**config.mk**
```make
export PLATFORM = sky130hd
export DESIGN_NAME = bq_frame_tx_seq
export DESIGN_NICKNAME = d
export VERILOG_FILES = /design/src/rtl/bq_frame_tx_seq_pkg.sv /design/src/rtl/bq_frame_tx_seq_crc16_ibm_d8.sv /design/src/rtl/bq_frame_tx_seq.sv
export SDC_FILE = /design/constraint.sdc
export NUM_CORES = 1
export LEC_CHECK = 0
export ABC_AREA = 1
export BUFFER_PORTS_ARGS = -buffer_cell sky130_fd_sc_hd__buf_2
export CAP_MARGIN = 10
export CORE_ASPECT_RATIO = 1.1
export CORE_MARGIN = 1
export CORE_UTILIZATION = 45
export CTS_BUF_LIST = sky130_fd_sc_hd__clkbuf_2
export DETAILED_ROUTE_END_ITERATION = 12
export PLACE_DENSITY = 0.66
export SLEW_MARGIN = 20
export SYNTH_ARGS = -nofsm -noshare
export SYNTH_HDL_FRONTEND = slang
export SYNTH_HIERARCHICAL = 1
export SYNTH_SLANG_ARGS = --single-unit
```
**constraint.sdc**
```tcl
create_clock -name sclk -period 2.6 [get_ports sclk]
set_clock_uncertainty 0.05 [all_clocks]
set_input_delay 0.13 -clock sclk [delete_from_list [all_inputs] [get_ports sclk]]
set_output_delay 0.13 -clock sclk [all_outputs]
set_load 0.02 [all_outputs]
```
**src/rtl/bq_frame_tx_seq_pkg.sv**
```systemverilog
// Shared types and constants for the framed UART transmit sequencer.
package bq_frame_tx_seq_pkg;

    typedef enum logic [2:0] {
        ST_IDLE,
        ST_INIT,
        ST_DATA,
        ST_CRC_WAIT,
        ST_CRC_LO,
        ST_CRC_HI,
        ST_DONE
    } state_e;

    localparam logic [15:0] CRC_INIT      = 16'hFFFF;
    localparam logic [15:0] CRC_POLY_REFL = 16'hA001;
    localparam int          MAX_LEN_DEF   = 16;

    // Reflected CRC-16/IBM advanced by one byte, bit 0 first.
    function automatic logic [15:0] crc16_ibm_byte(input logic [15:0] crc, input logic [7:0] din);
        logic [15:0] c;
        c = crc ^ {8'h00, din};
        for (int i = 0; i < 8; i++) begin
            c = c[0] ? ((c >> 1) ^ CRC_POLY_REFL) : (c >> 1);
        end
        return c;
    endfunction

endpackage

```
**src/rtl/bq_frame_tx_seq_crc16_ibm_d8.sv**
```systemverilog
// Byte-wide CRC-16/IBM register: init has priority over en, one byte per clock.
module crc16_ibm_d8
    import bq_frame_tx_seq_pkg::*;
(
    input  logic        sclk,
    input  logic        reset,
    input  logic        init,
    input  logic        en,
    input  logic [7:0]  din,
    output logic [15:0] crc
);

    logic [15:0] crc_q;

    always_ff @(posedge sclk) begin
        if (!reset || init) begin
            crc_q <= CRC_INIT;
        end else if (en) begin
            crc_q <= crc16_ibm_byte(crc_q, din);
        end
    end

    assign crc = crc_q;

endmodule

```
**src/rtl/bq_frame_tx_seq.sv**
```systemverilog
// Forwards a requester byte stream to a UART transmitter and appends a CRC-16/IBM trailer.
//   state     | meaning
//   IDLE      | waiting for s_valid, nothing consumed
//   INIT      | CRC preset, byte counter cleared
//   DATA      | forwarding frame bytes through the output register
//   CRC_WAIT  | last byte (or overflow) taken, waiting for output register to drain
//   CRC_LO    | presenting crc[7:0]
//   CRC_HI    | presenting crc[15:8]
//   DONE      | frame_done pulse
module bq_frame_tx_seq
    import bq_frame_tx_seq_pkg::*;
#(
    parameter int MAX_LEN = MAX_LEN_DEF
) (
    input  logic        sclk,
    input  logic        reset,
    input  logic [7:0]  s_data,
    input  logic        s_valid,
    input  logic        s_last,
    output logic        s_ready,
    output logic [7:0]  tx_data,
    output logic        tx_valid,
    input  logic        tx_ready,
    output logic        busy,
    output logic        frame_done,
    output logic        frame_err,
    output logic [15:0] crc_value
);

    localparam int             CW       = $clog2(MAX_LEN + 1);
    localparam logic [CW-1:0]  LAST_IDX = CW'(MAX_LEN - 1);

    state_e         state_q, state_d;
    logic           tx_valid_q, tx_valid_d;
    logic [7:0]     tx_data_q, tx_data_d;
    logic [CW-1:0]  cnt_q, cnt_d;
    logic           ovf_q, ovf_d;
    logic           err_q, err_d;
    logic [15:0]    crc_value_q, crc_value_d;
    logic           crc_init, crc_en;
    logic [15:0]    crc;

    crc16_ibm_d8 u_crc (
        .sclk  (sclk),
        .reset (reset),
        .init  (crc_init),
        .en    (crc_en),
        .din   (s_data),
        .crc   (crc)
    );

    always_comb begin
        state_d     = state_q;
        tx_valid_d  = tx_valid_q;
        tx_data_d   = tx_data_q;
        cnt_d       = cnt_q;
        ovf_d       = ovf_q;
        err_d       = 1'b0;
        crc_value_d = crc_value_q;
        crc_init    = 1'b0;
        crc_en      = 1'b0;
        s_ready     = 1'b0;

        if (tx_valid_q && tx_ready) begin
            tx_valid_d = 1'b0;
        end

        case (state_q)
            ST_IDLE: begin
                if (s_valid) state_d = ST_INIT;
            end
            ST_INIT: begin
                crc_init = 1'b1;
                cnt_d    = '0;
                ovf_d    = 1'b0;
                state_d  = ST_DATA;
            end
            ST_DATA: begin
                s_ready = !tx_valid_q || tx_ready;
                if (s_valid && s_ready) begin
                    tx_data_d  = s_data;
                    tx_valid_d = 1'b1;
                    crc_en     = 1'b1;
                    cnt_d      = cnt_q + CW'(1);
                    if (s_last) begin
                        state_d = ST_CRC_WAIT;
                    end else if (cnt_q == LAST_IDX) begin
                        ovf_d   = 1'b1;
                        err_d   = 1'b1;
                        state_d = ST_CRC_WAIT;
                    end
                end
            end
            ST_CRC_WAIT: begin
                // Overflowed frames drain the final byte but get no trailer.
                if (!tx_valid_q || tx_ready) begin
                    if (ovf_q) begin
                        state_d = ST_IDLE;
                    end else begin
                        tx_data_d  = crc[7:0];
                        tx_valid_d = 1'b1;
                        state_d    = ST_CRC_LO;
                    end
                end
            end
            ST_CRC_LO: begin
                if (tx_ready) begin
                    tx_data_d  = crc[15:8];
                    tx_valid_d = 1'b1;
                    state_d    = ST_CRC_HI;
                end
            end
            ST_CRC_HI: begin
                if (tx_ready) begin
                    crc_value_d = crc;
                    state_d     = ST_DONE;
                end
            end
            ST_DONE: begin
                state_d = ST_IDLE;
            end
            default: begin
                state_d = ST_IDLE;
            end
        endcase
    end

    always_ff @(posedge sclk) begin
        if (!reset) begin
            state_q     <= ST_IDLE;
            tx_valid_q  <= 1'b0;
            tx_data_q   <= 8'h00;
            cnt_q       <= '0;
            ovf_q       <= 1'b0;
            err_q       <= 1'b0;
            crc_value_q <= 16'h0000;
        end else begin
            state_q     <= state_d;
            tx_valid_q  <= tx_valid_d;
            tx_data_q   <= tx_data_d;
            cnt_q       <= cnt_d;
            ovf_q       <= ovf_d;
            err_q       <= err_d;
            crc_value_q <= crc_value_d;
        end
    end

    assign tx_data    = tx_data_q;
    assign tx_valid   = tx_valid_q;
    assign busy       = (state_q != ST_IDLE);
    assign frame_done = (state_q == ST_DONE);
    assign frame_err  = err_q;
    assign crc_value  = crc_value_q;

endmodule

```
Word-level counts from Yosys, hierarchy flattened
Cells that the tools add are included.
{"block": "op_classes", "add_sub_neg": 1, "mux": 39, "reduce_logical": 16, "bitwise_logic": 12, "eq_ne": 16}
{"cell": "$mux 16", "count": 8}
{"cell": "$mux 8", "count": 4}
{"cell": "$mux 3", "count": 8}
{"cell": "$not 2->3", "count": 8}
{"cell": "$pmux 8 s3", "count": 1}
{"cell": "$pmux 3 s6", "count": 1}
{"cell": "$ne 2x2->1 const B", "count": 8}
{"cell": "$xor 16x8->16", "count": 1}
{"cell": "$mux 1", "count": 13}
{"cell": "$pmux 5 s2", "count": 1}
{"cell": "$eq 3x3->1 const B", "count": 3}
{"cell": "$eq 3x2->1 const B", "count": 2}
{"cell": "$reduce_and 6->1", "count": 1}
{"cell": "$reduce_bool 3->1", "count": 2}
{"cell": "$add 5x1->5 const B", "count": 1}
{"cell": "$eq 5x4->1 const B", "count": 1}
{"cell": "$mux 5", "count": 1}
{"cell": "$reduce_and 5->1", "count": 1}
{"cell": "$reduce_and 2->1", "count": 2}
{"cell": "$reduce_and 4->1", "count": 1}
{"cell": "$reduce_or 4->1", "count": 1}
{"cell": "$eq 3x1->1 const B", "count": 1}
{"cell": "$logic_not 3->1", "count": 1}
{"cell": "$ne 3x3->1 const B", "count": 1}
{"cell": "other kinds (7)", "count": 12}
{"block": "totals", "inputBits": 13, "elab_cells": 92, "out_inout_bits": 29, "regBits": 51}

Depth between registers and ports, before layout
Gate-level depths: netlist of the first run.
{"block": "depth", "ltp_word": 17, "mapped_depth": 14, "mapped_depth_nobuf": 14}

By module
The synthesis of the first run kept the hierarchy.
{"mod": "bq_frame_tx_seq", "instances": 1, "area_per_inst_um2": 1825.5, "cells_per_inst": 269}
{"mod": "crc16_ibm_d8", "instances": 1, "area_per_inst_um2": 919.6, "cells_per_inst": 145}

Worst setup path before layout of the first run
Ideal clock, no wire load.
{"block": "synth_path", "path_kind": "register -> register", "from": "reg state_q[1]", "to": "reg u_crc.crc_q[7], in the netlist u_crc/crc[7]", "setup_time_ns": 0.123, "stages_incl_launch_ff": 10, "slack_ns": 0.799, "t_arrival_ns": 1.628, "t_required_ns": 2.427, "n_path_buf": 2, "path_cell_list": "dfxtp_1 -> inv_2 -> nor2_4 -> nand2_4 -> nor2_4 -> clkbuf_1 -> inv_1 -> clkbuf_1 -> a21oi_1 -> o31ai_1"}
{"block": "synth_between", "elab_cells_between_ends": 5, "classes_between": "2 x eq/ne; 2 x mux; 1 x reduce/logical"}
{"element": "start: declaration", "line_no": "bq_frame_tx_seq.sv:33", "text": "state_e state_q, state_d;"}
{"element": "start signal: assignment", "line_no": "bq_frame_tx_seq.sv:138", "text": "state_q <= state_d;"}
{"element": "$eq 3x2->1", "line_no": "bq_frame_tx_seq.sv:68", "text": "case (state_q)"}
{"element": "$mux 1", "line_no": "bq_frame_tx_seq.sv:68"}
{"element": "named net crc_en", "line_no": "bq_frame_tx_seq.sv:40", "text": "logic crc_init, crc_en;"}
{"element": "end signal: assignment", "line_no": "bq_frame_tx_seq_crc16_ibm_d8.sv:19", "text": "crc_q <= crc16_ibm_byte(crc_q, din);"}
{"element": "end: declaration", "line_no": "bq_frame_tx_seq_crc16_ibm_d8.sv:13", "text": "logic [15:0] crc_q;"}
The timed path passes the listed nets, and every way through them passes these cells.
A chain may end at the register's enable or synchronous reset.

Worst setup path in the final report of the first run
{"block": "layout_path", "from": "reg state_q[1]", "to": "reg tx_data_q[0], in the netlist tx_data[0]"}
{"block": "layout_between", "elab_chain_cells": 3, "elab_cells_between_ends": 10, "classes_between": "7 x eq/ne; 1 x mux; 2 x reduce/logical"}
{"element": "$eq 3x2->1 or $eq 3x3->1 (tied branches)", "line_no": "bq_frame_tx_seq.sv:68"}
{"element": "$ne 2x2->1 (no source line) or $reduce_bool 3->1 (tied branches)"}
{"element": "$reduce_and 5->1 (no source line)"}
{"element": "end signal: assignment", "line_no": "bq_frame_tx_seq.sv:140", "text": "tx_data_q <= tx_data_d;"}
{"element": "end: declaration", "line_no": "bq_frame_tx_seq.sv:35", "text": "logic [7:0] tx_data_q, tx_data_d;"}
Parallel ways exist; a longest one is shown, timed or not.

==> results of run 1 <==
synth_stat cells, types with 3 or more instances:
library cell	instances	area share
buf_4	3	0.0082
o211ai_1	4	0.011
o21ai_0	22	0.040
nand2_2	8	0.018
nand2_1	96	0.13
a21oi_2	9	0.029
nand3_1	34	0.062
clkbuf_1	5	0.0068
xnor2_1	4	0.013
nand3_2	3	0.011
nor2_4	5	0.021
a21oi_1	18	0.033
nor2_1	78	0.11
buf_2	3	0.0055
o21ai_1	10	0.018
dfxtp_1	51	0.37
inv_2	4	0.0055
xor2_1	3	0.0096
inv_1	38	0.052
nor2_2	3	0.0068
worst reg2reg max path: stages (launching register included):
cell,delay [ns]
dfxtp_1,0.47
nor2_1,0.56
nand2_1,0.18
nand2_1,0.27
nor2_1,0.07
nor2_1,0.16
nand3_1,0.09
nand2_1,0.07
nor2_1,0.04
final timing paths:
| check | startpoint | to | slack [ns] | depth (start not counted) |
|---|---|---|---|---|
| max reg2reg | state_q[1] | tx_data[0] | 0.59 | 8 |
| min | s_data[4] | u_crc/crc[10] | 0.03 | 4 |
| max | state_q[1] | tx_data[0] | 0.59 | 8 |
| min reg2reg | crc_value[6] | crc_value[6] | 0.45 | 2 |
logic make-up after synthesis:
group	Yosys count	share of synthesized area
simple gates	233	0.3733
compound gates	65	0.1358
buf+inv	56	0.08751
flops	51	0.3719
xor+xnor	7	0.02233
fa+ha+maj	2	0.009114
final cells by class:
cell class              instances  area [um^2]  area share
multi-input cells             307         1484      0.4819
inverters                      43        161.4     0.05242
well taps                      77        96.34     0.03129
repair buffers                 46        247.7     0.08046
clock inverters                 3        43.79     0.01422
flip-flops and latches         51         1021      0.3316
clock buffers                   5        25.02    0.008127
registers in the layout, indices dropped and copies added, names as in the netlist:
name / cells
u_crc/crc: 16
crc_value: 16
ovf_q: 1
tx_data: 8
state_q: 3
tx_valid: 1
cnt_q: 5
frame_err: 1
power breakdown:
part	leakage [nW]	internal, mW	switching, mW
logic	1.10	0.414	0.801
registers	0.415	0.938	0.177
clock network	0.0429	0.163	0.259
per-layer routing:
layer,vias up,share of wire,GRT usage
met5,-,0,0
li1,1394,-,-
met1,1184,0.47,0.2801
met2,53,0.47,0.3677
met4,0,0.014,0.06469
met3,8,0.039,0.04044
repair_timing:
action | 4_1_cts | 5_1_grt
hold endpoints to repair | 3 | 0
gates resized for setup | 0 | 0
hold buffers | 2 | 0
==> reports/metrics.csv, run 1 <==
metric,value,unit
accumulated negative setup slack,0,ns
Fill cells,599,
Worst Hold Class,input pin to register,
worst hold slack,0.02623,ns
post-synthesis sequential area ratio,0.3719,
core area,5842,um^2
"Net Count, Synth",429,
Rel. slew slack,0.5683,
Sink Count,51,
Max Slew Vio Count,0,
crit-path cells,nor2_1 > nand2_1 > nand2_1 > nor2_1 > nor2_1 > nand3_1 > nand2_1 > nor2_1,
Critical Path End Type,register,
largest net degree at the start of global routing,30,
Final nets,469,
Via-to-Cell Ratio,4.961,
GR Util All Layers,0.2177,
area delta synth->final,12.17,%
Die H,83.92,um
Syn Std Cell Area,2745,um^2
Yosys cell types,30,
Finished Cell Area,3079,um^2
"Clk Latency, worst-skew pair",0.43,ns
nature of the critical path startpoint,register,
outcome,"complete, no violations",
Die W,76.47,um
Post-synth EDFFs,0,
Pwr Density,893.6,nW/um^2
fraction of layout cells with a size suffix above 1,0.1912,
detailed placement HPWL,4.927,mm
most frequent cells in the layout,"nand2_1, nor2_1, dfxtp_1",
clock slew at reported path FFs,0.26,ns
fin crit share,0.7744,
cts bufs inserted,5,
worst vdd ir,0.4861,mV
"Data arrival, critical path",2.33,ns
"wirelength, routed",6.445,mm
"Setup Fix Bufs, Post-CTS",0,
fin cells,532,
antenna diode count,0,
Final Hold Vio Count,0,
row count,29,
# setup viols final,0,
placed insts,522,
RSZ-0062 raised after global routing,no,
critical path's slowest cell,nor2_1,
gr ovfl total,0,
# H-tree levels,2,
DRC viols,0,
"FFs w/ async S/R, synth",0,
#FFs+latches synth,51,
slowest cell delay on critical path,0.55,ns
worst slew pin tran,0.6451,ns
CP Class,register to register,
"Avg Cell Area, Syn",6.631,um^2
Max Cap Viol,0,
"commonest non-fill, non-tap cell in the layout",nand2_1,
Initial Util,0.4699,
I/O pin count,42,
Top Family by Delay on Critical Path,simple AND/OR/NAND/NOR gates,
synthesized instance count,414,
1st-iter DRT viols,82,
Power Total,2.752,mW
Root Driver,clkbuf_2,
gpl congestion,0.8795,
post-layout minimum cycle time,2.014,ns
leakage power,1.558,nW
Clock Tree Buf Depth,2,
die area,6417,um^2
yosys warns,6,
placed cell areas,2990,um^2
setup ws final,0.5865,ns
"Req. time, crit path",2.92,ns
Fmax achieved,496.6,MHz
PortBufs,41,
TritonCTS clock tree,built,
DRT antenna net count,0,
crit path buf inv count,0,
DRT Pass-1 Iters,5,
average routed wire per standard cell,12.11,um
first-pass GRT wire length,11.18,mm
critical-path maximum fanout,12,
routed vias,2639,
Synth Flop Type,dfxtp_1,
DP Worst Slack,0.6110,ns
initial antenna violation count,0,
number of global-route vias before repair,2478,
Critical Path Most Common Cell,nor2_1,
post-layout util,0.5271,
(Power assumes the default switching activity.)
==> inputs of run 2 (changes only) <==
- ABC_AREA: 1 -> 0
- clock period: 2.6 -> 1.95 ns (I/O delays scaled with it)
==> run 2 against run 1 <==
Effect of this change: combinational power up 20%; register-to-register slack got worse by 0.47 ns; sequential power increased by 13%; core utilization is 2.2 points higher; synthesized area shrank 3.3%; wire length fell by 5.0%; non-clock buffer count rose by 12; total power up 15%; critical path type unchanged; largest power group unchanged.
==> reports/metrics.csv, run 2 <==
metric,value,unit
outcome,"complete, no violations",
Sw Ratio,0.4039,
antenna diode count,0,
gpl congestion,0.9032,
"area leader, netlist",dfxtp_1,
GR Util All Layers,0.2094,
slowest cell delay on critical path,0.43,ns
accumulated negative setup slack,0,ns
share of total power in the clock network,0.139,
core area,5535,um^2
Initial Util,0.4797,
combinational power share,0.463,
placed insts,417,
die area,6211,um^2
fin cells,429,
nature of the critical path startpoint,register,
Max Cap Viol,0,
Syn Std Cell Area,2655,um^2
Rel. slew slack,0.6549,
row count,28,
Die H,82.56,um
synth top area cells,"dfxtp_1, nand2_1, a21oi_1",
"FFs w/ async S/R, synth",0,
Fmax achieved,545.4,MHz
Yosys cell types,45,
Final nets,368,
DRT Pass-1 Iters,4,
DRC viols,0,
number of global-route vias before repair,1980,
Final Hold Vio Count,0,
yosys warns,6,
cts bufs inserted,5,
most frequent cells in the layout,"nand2_1, dfxtp_1, buf_2",
DRT antenna net count,0,
largest net degree at the start of global routing,22,
post-layout minimum cycle time,1.834,ns
# H-tree levels,2,
leakage power,1.234,nW
Worst Hold Class,input pin to register,
Sw Pwr,1.282,mW
#FFs+latches synth,51,
Top Family by Delay on Critical Path,XOR/XNOR gates,
crit-path cells,xnor2_1 > xnor2_2 > xnor3_2 > xnor3_1 > o211ai_2,
Critical Path End Type,register,
Via-to-Cell Ratio,5.303,
"Data arrival, critical path",2.17,ns
critical-path maximum fanout,4,
post-layout util,0.5488,
Finished Cell Area,3038,um^2
Sink Count,51,
CP Class,register to register,
post-synthesis sequential area ratio,0.3845,
# setup viols final,0,
TritonCTS clock tree,built,
"commonest non-fill, non-tap cell in the layout",nand2_1,
worst slew pin tran,0.5153,ns
average routed wire per standard cell,14.27,um
RSZ-0062 raised after global routing,no,
area delta synth->final,14.42,%
Sequential Power Share,0.398,
placed cell areas,2944,um^2
I/O pin count,42,
"Avg Cell Area, Syn",8.565,um^2
Post-synth top cells,"nand2_1, dfxtp_1, a21oi_1",
crit path buf inv count,0,
"Clk Latency, worst-skew pair",0.42,ns
Clock Tree Buf Depth,2,
first-pass GRT wire length,9.956,mm
"count leader, synth",nand2_1,
1st-iter DRT viols,144,
Synth Flop Type,dfxtp_1,
routed vias,2275,
"wirelength, routed",6.120,mm
"Req. time, crit path",2.29,ns
synthesized instance count,310,
PortBufs,41,
clock slew at reported path FFs,0.27,ns
fin crit share,0.9403,
Pwr Density,1045,nW/um^2
top cell type's share of synthesized area,0.3845,
Max Slew Vio Count,0,
worst vdd ir,0.4039,mV
Die W,75.24,um
Post-synth EDFFs,0,
Root Driver,clkbuf_2,
fraction of layout cells with a size suffix above 1,0.2203,
initial antenna violation count,0,
internal power,1.892,mW
gr ovfl total,0,
critical path's slowest cell,dfxtp_1,
"Net Count, Synth",325,
Fill cells,568,
detailed placement HPWL,4.466,mm
"Setup Fix Bufs, Post-CTS",0,
-- run 2: worst register-to-register path, delay by kind of cell, from the launching register on --
family / cells / cell delay, ns
xor gates and xnor gates: 4 / 1.18
DFF: 1 / 0.43
AOI/OAI and AO/OA: 1 / 0.14
-- run 2: power by group through the flow --
stage | sequential, mW | combinational [mW] | clock (mW)
finish | 1.26 | 1.47 | 0.441
CTS | 1.26 | 1.46 | 0.462
global route | 1.28 | 1.62 | 0.501
detailed placement | 1.28 | 1.45 | 0
global placement | 1.28 | 1.45 | 0
floorplan | 1.34 | 1.07 | 0
-- run 2: metal layers --
layer,up-vias,global-route usage,part of all wire
li1,1173,-,-
met1,1036,0.3098,0.50
met2,64,0.3126,0.44
met3,2,0.03519,0.052
met4,0,0.05556,0.0051
met5,-,0,0
-- run 2: final timing paths --
| path | from | to | slack, ns | cells past startpoint |
|---|---|---|---|---|
| max | u_crc/crc[0] | u_crc/crc[0] | 0.12 | 5 |
| min | s_data[5] | tx_data[5] | 0.07 | 4 |
| max reg2reg | u_crc/crc[0] | u_crc/crc[0] | 0.12 | 5 |
| min reg2reg | crc_value[7] | crc_value[7] | 0.42 | 2 |
-- run 2: area by class of cell --
class,count,area (um^2),share of cell area
Clock inverter,3,18.77,0.006178
Sequential cell,51,1023,0.3369
Inverter,6,22.52,0.007414
Tap cell,75,93.84,0.03089
Multi-Input combinational cell,231,1511,0.4975
Clock buffer,5,25.02,0.008237
Timing Repair Buffer,58,342.8,0.1129
-- run 2: metrics by stage --
stage,total power [mW],hold WS (ns),setup slack [ns]
floorplan,2.410,0.2307,0.1163
global placement,2.731,0.3630,0.1773
detailed placement,2.730,0.3628,0.1313
CTS,3.186,0.03134,0.07190
global route,3.403,0.01548,0.01950
finish,3.174,0.07203,0.1163
-- run 2: repair_timing --
item	4_1_cts	5_1_grt
gates resized for setup	0	3
setup endpoints to repair	0	2
hold endpoints to repair	10	0
hold buffers	4	0
-- run 2: kinds of logic (layout without fill, tap and decap cells) --
group	Yosys count	count (layout)	synth area share
compound gates	98	98	0.2451
xor+xnor	22	22	0.09990
fa+ha+maj	2	2	0.009424
buf+inv	28	72	0.04901
flops	51	51	0.3845
mux	5	5	0.01885
simple gates	104	104	0.1932
